## config.mk

```make
export PLATFORM = sky130hd
export DESIGN_NAME = branch_target_buffer_flat
export DESIGN_NICKNAME = d
export VERILOG_FILES = /design/src/rtl/bp_pkg.sv /design/src/rtl/branch_target_buffer_if.sv /design/src/rtl/btb_sat_counter.sv /design/src/rtl/branch_target_buffer.sv /design/src/flat_wrapper.sv
export SDC_FILE = /design/constraint.sdc
export NUM_CORES = 1
export LEC_CHECK = 0
export ABC_AREA = 1
export BUFFER_PORTS_ARGS = -buffer_cell sky130_fd_sc_hd__buf_2
export CAP_MARGIN = 20
export CORE_ASPECT_RATIO = 1.75
export CORE_MARGIN = 5
export CORE_UTILIZATION = 30
export DETAILED_ROUTE_END_ITERATION = 8
export PLACE_DENSITY_LB_ADDON = 0.1
export SLEW_MARGIN = 10
export SYNTH_ARGS = -nofsm -noshare
export SYNTH_HDL_FRONTEND = slang
export SYNTH_SLANG_ARGS = --single-unit
```

## constraint.sdc

```tcl
create_clock -name CLK -period 7.51 [get_ports CLK]
set_input_delay 1.8775 -clock CLK [delete_from_list [all_inputs] [get_ports CLK]]
set_output_delay 1.8775 -clock CLK [all_outputs]
set_load 0.02 [all_outputs]
```

## src/rtl/bp_pkg.sv

```systemverilog
// Shared types and the saturating-counter rule for the branch target buffer.
package bp_pkg;

  typedef logic [31:0] word_t;

  typedef enum logic {
    BP_BIMODAL = 1'b0,
    BP_GSHARE  = 1'b1
  } bp_mode_t;

  // Widest counter supported; narrower counters are zero-extended into this.
  localparam int SAT_MAX_W = 4;

  function automatic logic [SAT_MAX_W-1:0] sat_update(logic [SAT_MAX_W-1:0] cnt,
                                                      logic taken, int cnt_w);
    logic [SAT_MAX_W-1:0] max_cnt;
    max_cnt = SAT_MAX_W'((1 << cnt_w) - 1);
    if (taken) return (cnt >= max_cnt) ? max_cnt : cnt + 1'b1;
    return (cnt == '0) ? '0 : cnt - 1'b1;
  endfunction

endpackage

```

## src/rtl/branch_target_buffer_if.sv

```systemverilog
// Fetch-side lookup and resolution-side update signals of the branch target buffer.
interface branch_target_buffer_if
  import bp_pkg::*;
#(
  parameter int IDX_W = 4
);
  logic             clr;
  word_t            lookup_pc;
  logic             hit;
  logic             predict;
  word_t            target;
  logic [IDX_W-1:0] lookup_idx;
  logic             upd_en;
  word_t            upd_pc;
  logic [IDX_W-1:0] upd_idx;
  logic             upd_taken;
  word_t            upd_target;

  modport master (
    output clr, lookup_pc, upd_en, upd_pc, upd_idx, upd_taken, upd_target,
    input  hit, predict, target, lookup_idx
  );

  modport slave (
    input  clr, lookup_pc, upd_en, upd_pc, upd_idx, upd_taken, upd_target,
    output hit, predict, target, lookup_idx
  );
endinterface

```

## src/rtl/btb_sat_counter.sv

```systemverilog
// Next value of a CNT_W-bit saturating direction counter after one resolved branch.
module btb_sat_counter
  import bp_pkg::*;
#(
  parameter int CNT_W = 2
) (
  input  logic [CNT_W-1:0] cnt,
  input  logic             taken,
  output logic [CNT_W-1:0] cnt_next
);
  logic [SAT_MAX_W-1:0] full;

  assign full     = sat_update(SAT_MAX_W'(cnt), taken, CNT_W);
  assign cnt_next = CNT_W'(full);
endmodule

```

## src/rtl/branch_target_buffer.sv

```systemverilog
// Tagged branch target buffer: combinational lookup on the fetch PC, registered
// update from the resolution stage, bimodal or gshare indexing.
module branch_target_buffer
  import bp_pkg::*;
#(
  parameter int ENTRIES = 16,
  parameter int TAG_W   = 8,
  parameter int CNT_W   = 2,
  parameter int MODE    = 0,
  parameter int GHR_W   = 4
) (
  input logic                   CLK,
  input logic                   RST,
  branch_target_buffer_if.slave bus
);
  localparam int IDX_W = $clog2(ENTRIES);
  localparam bit GSHARE = (MODE == int'(BP_GSHARE));
  localparam logic [CNT_W-1:0] CNT_RST   = CNT_W'((1 << (CNT_W - 1)) - 1);
  localparam logic [CNT_W-1:0] CNT_ALLOC = CNT_W'(1 << (CNT_W - 1));

  typedef struct packed {
    logic             valid;
    logic [TAG_W-1:0] tag;
    word_t            target;
    logic [CNT_W-1:0] cnt;
  } btb_entry_t;

  btb_entry_t       tbl_q [ENTRIES];
  logic [GHR_W-1:0] ghr_q;

  // Shifts consume the whole PC so the unused high/low bits need no special handling.
  function automatic logic [IDX_W-1:0] idx_of(word_t pc, logic [GHR_W-1:0] ghr);
    logic [IDX_W-1:0] pidx;
    pidx = IDX_W'(pc >> 2);
    return GSHARE ? (pidx ^ IDX_W'(ghr)) : pidx;
  endfunction

  function automatic logic [TAG_W-1:0] tag_of(word_t pc);
    return TAG_W'(pc >> (IDX_W + 2));
  endfunction

  logic [IDX_W-1:0] look_idx;
  btb_entry_t       look_e;

  assign look_idx       = idx_of(bus.lookup_pc, ghr_q);
  assign look_e         = tbl_q[look_idx];
  assign bus.lookup_idx = look_idx;
  assign bus.hit        = look_e.valid && (look_e.tag == tag_of(bus.lookup_pc));
  assign bus.predict    = bus.hit && (look_e.cnt >= CNT_ALLOC);
  assign bus.target     = bus.predict ? look_e.target : bus.lookup_pc + 32'd4;

  btb_entry_t       upd_e;
  btb_entry_t       upd_new;
  logic [TAG_W-1:0] upd_tag;
  logic             upd_match;
  logic [CNT_W-1:0] cnt_next;

  assign upd_e     = tbl_q[bus.upd_idx];
  assign upd_tag   = tag_of(bus.upd_pc);
  assign upd_match = upd_e.valid && (upd_e.tag == upd_tag);

  btb_sat_counter #(.CNT_W(CNT_W)) u_cnt (
    .cnt      (upd_e.cnt),
    .taken    (bus.upd_taken),
    .cnt_next (cnt_next)
  );

  // A miss on a not-taken branch rewrites the entry unchanged.
  always_comb begin
    upd_new = upd_e;
    if (upd_match) begin
      upd_new.cnt = cnt_next;
      if (bus.upd_taken) upd_new.target = bus.upd_target;
    end else if (bus.upd_taken) begin
      upd_new.valid  = 1'b1;
      upd_new.tag    = upd_tag;
      upd_new.target = bus.upd_target;
      upd_new.cnt    = CNT_ALLOC;
    end
  end

  always_ff @(posedge CLK) begin
    if (RST) begin
      for (int i = 0; i < ENTRIES; i++) begin
        tbl_q[i].valid  <= 1'b0;
        tbl_q[i].tag    <= '0;
        tbl_q[i].target <= '0;
        tbl_q[i].cnt    <= CNT_RST;
      end
      ghr_q <= '0;
    end else if (bus.clr) begin
      for (int i = 0; i < ENTRIES; i++) tbl_q[i].valid <= 1'b0;
      ghr_q <= '0;
    end else if (bus.upd_en) begin
      tbl_q[bus.upd_idx] <= upd_new;
      if (GSHARE) ghr_q <= GHR_W'({ghr_q, bus.upd_taken});
    end
  end
endmodule

```

## src/flat_wrapper.sv

```systemverilog
// flat-port wrapper written by rule: the top's interface ports become plain ports
module branch_target_buffer_flat import bp_pkg::*;
#(
  parameter int ENTRIES = 16,
  parameter int TAG_W   = 8,
  parameter int CNT_W   = 2,
  parameter int MODE    = 0,
  parameter int GHR_W   = 4
)
  (CLK, RST, bus_clr, bus_lookup_pc, bus_upd_en, bus_upd_pc, bus_upd_idx, bus_upd_taken, bus_upd_target, bus_hit, bus_predict, bus_target, bus_lookup_idx);
  branch_target_buffer_if #(.IDX_W(4)) bus_i ();
  input logic CLK;
  input logic RST;
  input wire logic [$bits(bus_i.clr)-1:0] bus_clr;
  input wire logic [$bits(bus_i.lookup_pc)-1:0] bus_lookup_pc;
  input wire logic [$bits(bus_i.upd_en)-1:0] bus_upd_en;
  input wire logic [$bits(bus_i.upd_pc)-1:0] bus_upd_pc;
  input wire logic [$bits(bus_i.upd_idx)-1:0] bus_upd_idx;
  input wire logic [$bits(bus_i.upd_taken)-1:0] bus_upd_taken;
  input wire logic [$bits(bus_i.upd_target)-1:0] bus_upd_target;
  output wire logic [$bits(bus_i.hit)-1:0] bus_hit;
  output wire logic [$bits(bus_i.predict)-1:0] bus_predict;
  output wire logic [$bits(bus_i.target)-1:0] bus_target;
  output wire logic [$bits(bus_i.lookup_idx)-1:0] bus_lookup_idx;
  assign bus_i.clr = bus_clr;
  assign bus_i.lookup_pc = bus_lookup_pc;
  assign bus_i.upd_en = bus_upd_en;
  assign bus_i.upd_pc = bus_upd_pc;
  assign bus_i.upd_idx = bus_upd_idx;
  assign bus_i.upd_taken = bus_upd_taken;
  assign bus_i.upd_target = bus_upd_target;
  assign bus_hit = bus_i.hit;
  assign bus_predict = bus_i.predict;
  assign bus_target = bus_i.target;
  assign bus_lookup_idx = bus_i.lookup_idx;
  branch_target_buffer #(.ENTRIES(ENTRIES), .TAG_W(TAG_W), .CNT_W(CNT_W), .MODE(MODE), .GHR_W(GHR_W)) u_core (.CLK(CLK), .RST(RST), .bus(bus_i));
endmodule
```

==> results.cfg <==
[status]
status = finished clean

[cells_and_area]
layout_common_cells = nor2_1 (1071), nand2_1 (720), edfxtp_1 (688)
largest_reg_flops = 688
drive_gt1_frac = 0.104
area_growth_pct = 12.8
regMostFlops = u_core.tbl_q
top_regs = u_core.tbl_q (688)
nets = 4271
mostFrequentLayoutCell = nor2_1

[placed_design]
dp_slack_ns = 0.697
numPortBuffers = 118
gp_congestion = 0.835
dpl.hpwl_um = 101000

[logic_synthesis]
synth_area_per_cell_um2 = 8.76
yosysUniqueCellTypes = 46
synth-xor-area-share = 0.00643
synthCells = 4203
mappedNetlistArea_um2 = 36800
yosys_warnings = 0
synth_top_family_by_area = simple AND/OR/NAND/NOR gates
synth_mux_area_frac = 0
synth_seq_area_share = 0.561
ys_ff_latch = 688
synth_simple_gate_area_frac = 0.220
synth_fp_nets = 4309
synth_compound_area_frac = 0.157
synthAdderAreaFrac = 0.000340

[grt]
grt_max_degree = 109
antenna_found_initial = 9
grt_pass1_wl_um = 243000
grt_overflow_total = 0
first_global_vias = 32800
grt_usage = 0.261

[detailed_routing]
vias_per_cell = 5.65
vias = 33100
drtIter0Drc = 2866
drtAntennaViolNets = 0
postRouteWirelength_um = 175000
firstDrtPassIters = 5
drc = 0
wire_per_inst_um = 29.9

[power]
internal_power_mw = 6.68
leakage_nw = 15.3
p_seq_frac = 0.471
p_sw_mw = 2.75
p_clk_frac = 0.386
combinationalPowerShare = 0.143
vdd_drop_max_mv = 0.143
powerDensity_nw_per_um2 = 227
swShare = 0.292

[floorplanning]
core_area_um2 = 122000
fp.dieH_um = 473
ios = 143
start_util = 0.301
die_x_um = 275
rows = 170
dieArea_um2 = 130000

[timing]
finalCriticalPeriod_ns = 6.87
final_hold_viol_count = 0
fin_skew_ns = 0.0179
finalSetupTns_ns = 0
setup_ws_ns = 0.639
relSlewSlack = 0.225
grt_setup_unrepaired = no
fmax_mhz = 146
slew_violations = 0
setup_viol = 0
tightest_slew_ns = 1.16
finalCritPeriodShare = 0.915

[worst_hold_path]
holdPathStages = 5
hp-class = flip-flop to flip-flop

[clock_tree]
htree_levels = 3
hold_buffers = 0
path_clk_slew_ns = 0.06
cts_buffers = 73
cts.sinks = 688
cts_setup_buffers = 0
cts_tree = yes
cts_resized = 0
cts_buffer_depth = 3
clock_latency_ns = 0.67
root_buffer = clkbuf_16

[critical_path]
setup.worst_path.start_class = primary input
path_class = primary input to primary output
path_cells = buf_6 > inv_6 > a21oi_1 > o21ai_0 > nand2_1 > nand2_1 > nand2_1 > inv_1 > nand2_1 > nand2_1 > nor2_1 > nand2_1 > nor2_4 > nand3_4 > nand2_1 > nand2_1 > buf_2
critPathSlowestCell = nand2_1
crit_path_frequent_cell = nand2_1
worst-r2r-cell-count = 14
critPathRequiredTime_ns = 5.63
crit_fanout = 52
max_stage_delay_ns = 0.40
end_kind = primary output
cp.arrival_ns = 4.99

[run]
maxCapViolations = 0
==> per-stage QoR <==
stage | instances | area (µm²) | util | hold WS (ns) | total power [mW]
after global placement | 5710 | 39100 | 0.320 | 1.03 | 5.84
after detailed placement | 5719 | 39200 | 0.320 | 1.03 | 5.86
final | 5853 | 41500 | 0.339 | 1.04 | 9.43
after CTS | 5846 | 41500 | 0.339 | 1.04 | 9.49
after floorplan | 4203 | 36800 | - | 0.890 | 5.25
after global routing | 5852 | 41500 | 0.339 | 1.13 | 9.72
==> worst max-delay path, delay by kind of cell <==
family          cells  cell delay, ns
simple gates       11            1.69
buf+inv             4            0.95
compound gates      2            0.31
==> cells by family after synthesis <==
| logic type | count (synthesis) |
|---|---|
| AOI/OAI and AO/OA | 975 |
| xor gates and xnor gates | 27 |
| adders and majority gates | 1 |
| buffers and inverters | 480 |
| DFF | 688 |
| and+or+nand+nor | 2032 |
==> final timing paths <==
kind | startpoint | end | slack [ns]
max | bus_lookup_pc[3] | bus_target[5] | 0.64
min | u_core.tbl_q[10][32] | u_core.tbl_q[11][32] | 1.04
max reg2reg | u_core.tbl_q[11][41] | u_core.tbl_q[7][0] | 4.75
min reg2reg | u_core.tbl_q[10][32] | u_core.tbl_q[11][32] | 1.04
==> cells in the mapped netlist, drive strengths merged <==
cell	n	area [µm²]
a21boi	1	7.51
a21oi	31	174
a22oi	18	135
a2bb2oi	10	150
a32o	1	10.0
a32oi	1	8.76
and2	1	6.26
and3	1	6.26
buf	159	838
clkbuf	204	766
clkinv	11	41.3
edfxtp	688	20700
ha	1	12.5
inv	106	400
nand2	739	2780
nand3	138	718
nand3b	1	7.51
nand4	59	384
nor2	1080	4080
nor3	10	72.6
nor4	3	31.3
o211a	1	10.0
o211ai	29	223
o21ai	497	2490
o21bai	2	26.3
o221ai	50	438
o22ai	334	2090
xnor2	8	70.1
xor2	19	166
==> per-layer routing <==
layer	up-vias	GRT usage	part of all wire
li1	14600	-	-
met2	1381	0.480	0.52
met5	-	0	0.00018
met3	390	0.0280	0.051
met1	16700	0.298	0.37
met4	6	0.132	0.057
==> cell type report <==
cell class	count	area, µm²
well taps	1634	2040
inverters	117	459
clock inverters	40	347
diodes	2	5.00
repair buffers	250	1800
clock buffers	87	1920
fillers	12800	80800
multi-input cells	3035	14300
flip-flops and latches	688	20700
==> power by group through the flow <==
stage	logic [mW]	registers, mW	clock network [mW]
finish	1.34	4.44	3.64
global route	1.42	4.46	3.84
CTS	1.34	4.44	3.70
detailed placement	1.34	4.52	0
global placement	1.33	4.52	0
floorplan	0.746	4.51	0
Power figures use the tool's default switching activity.
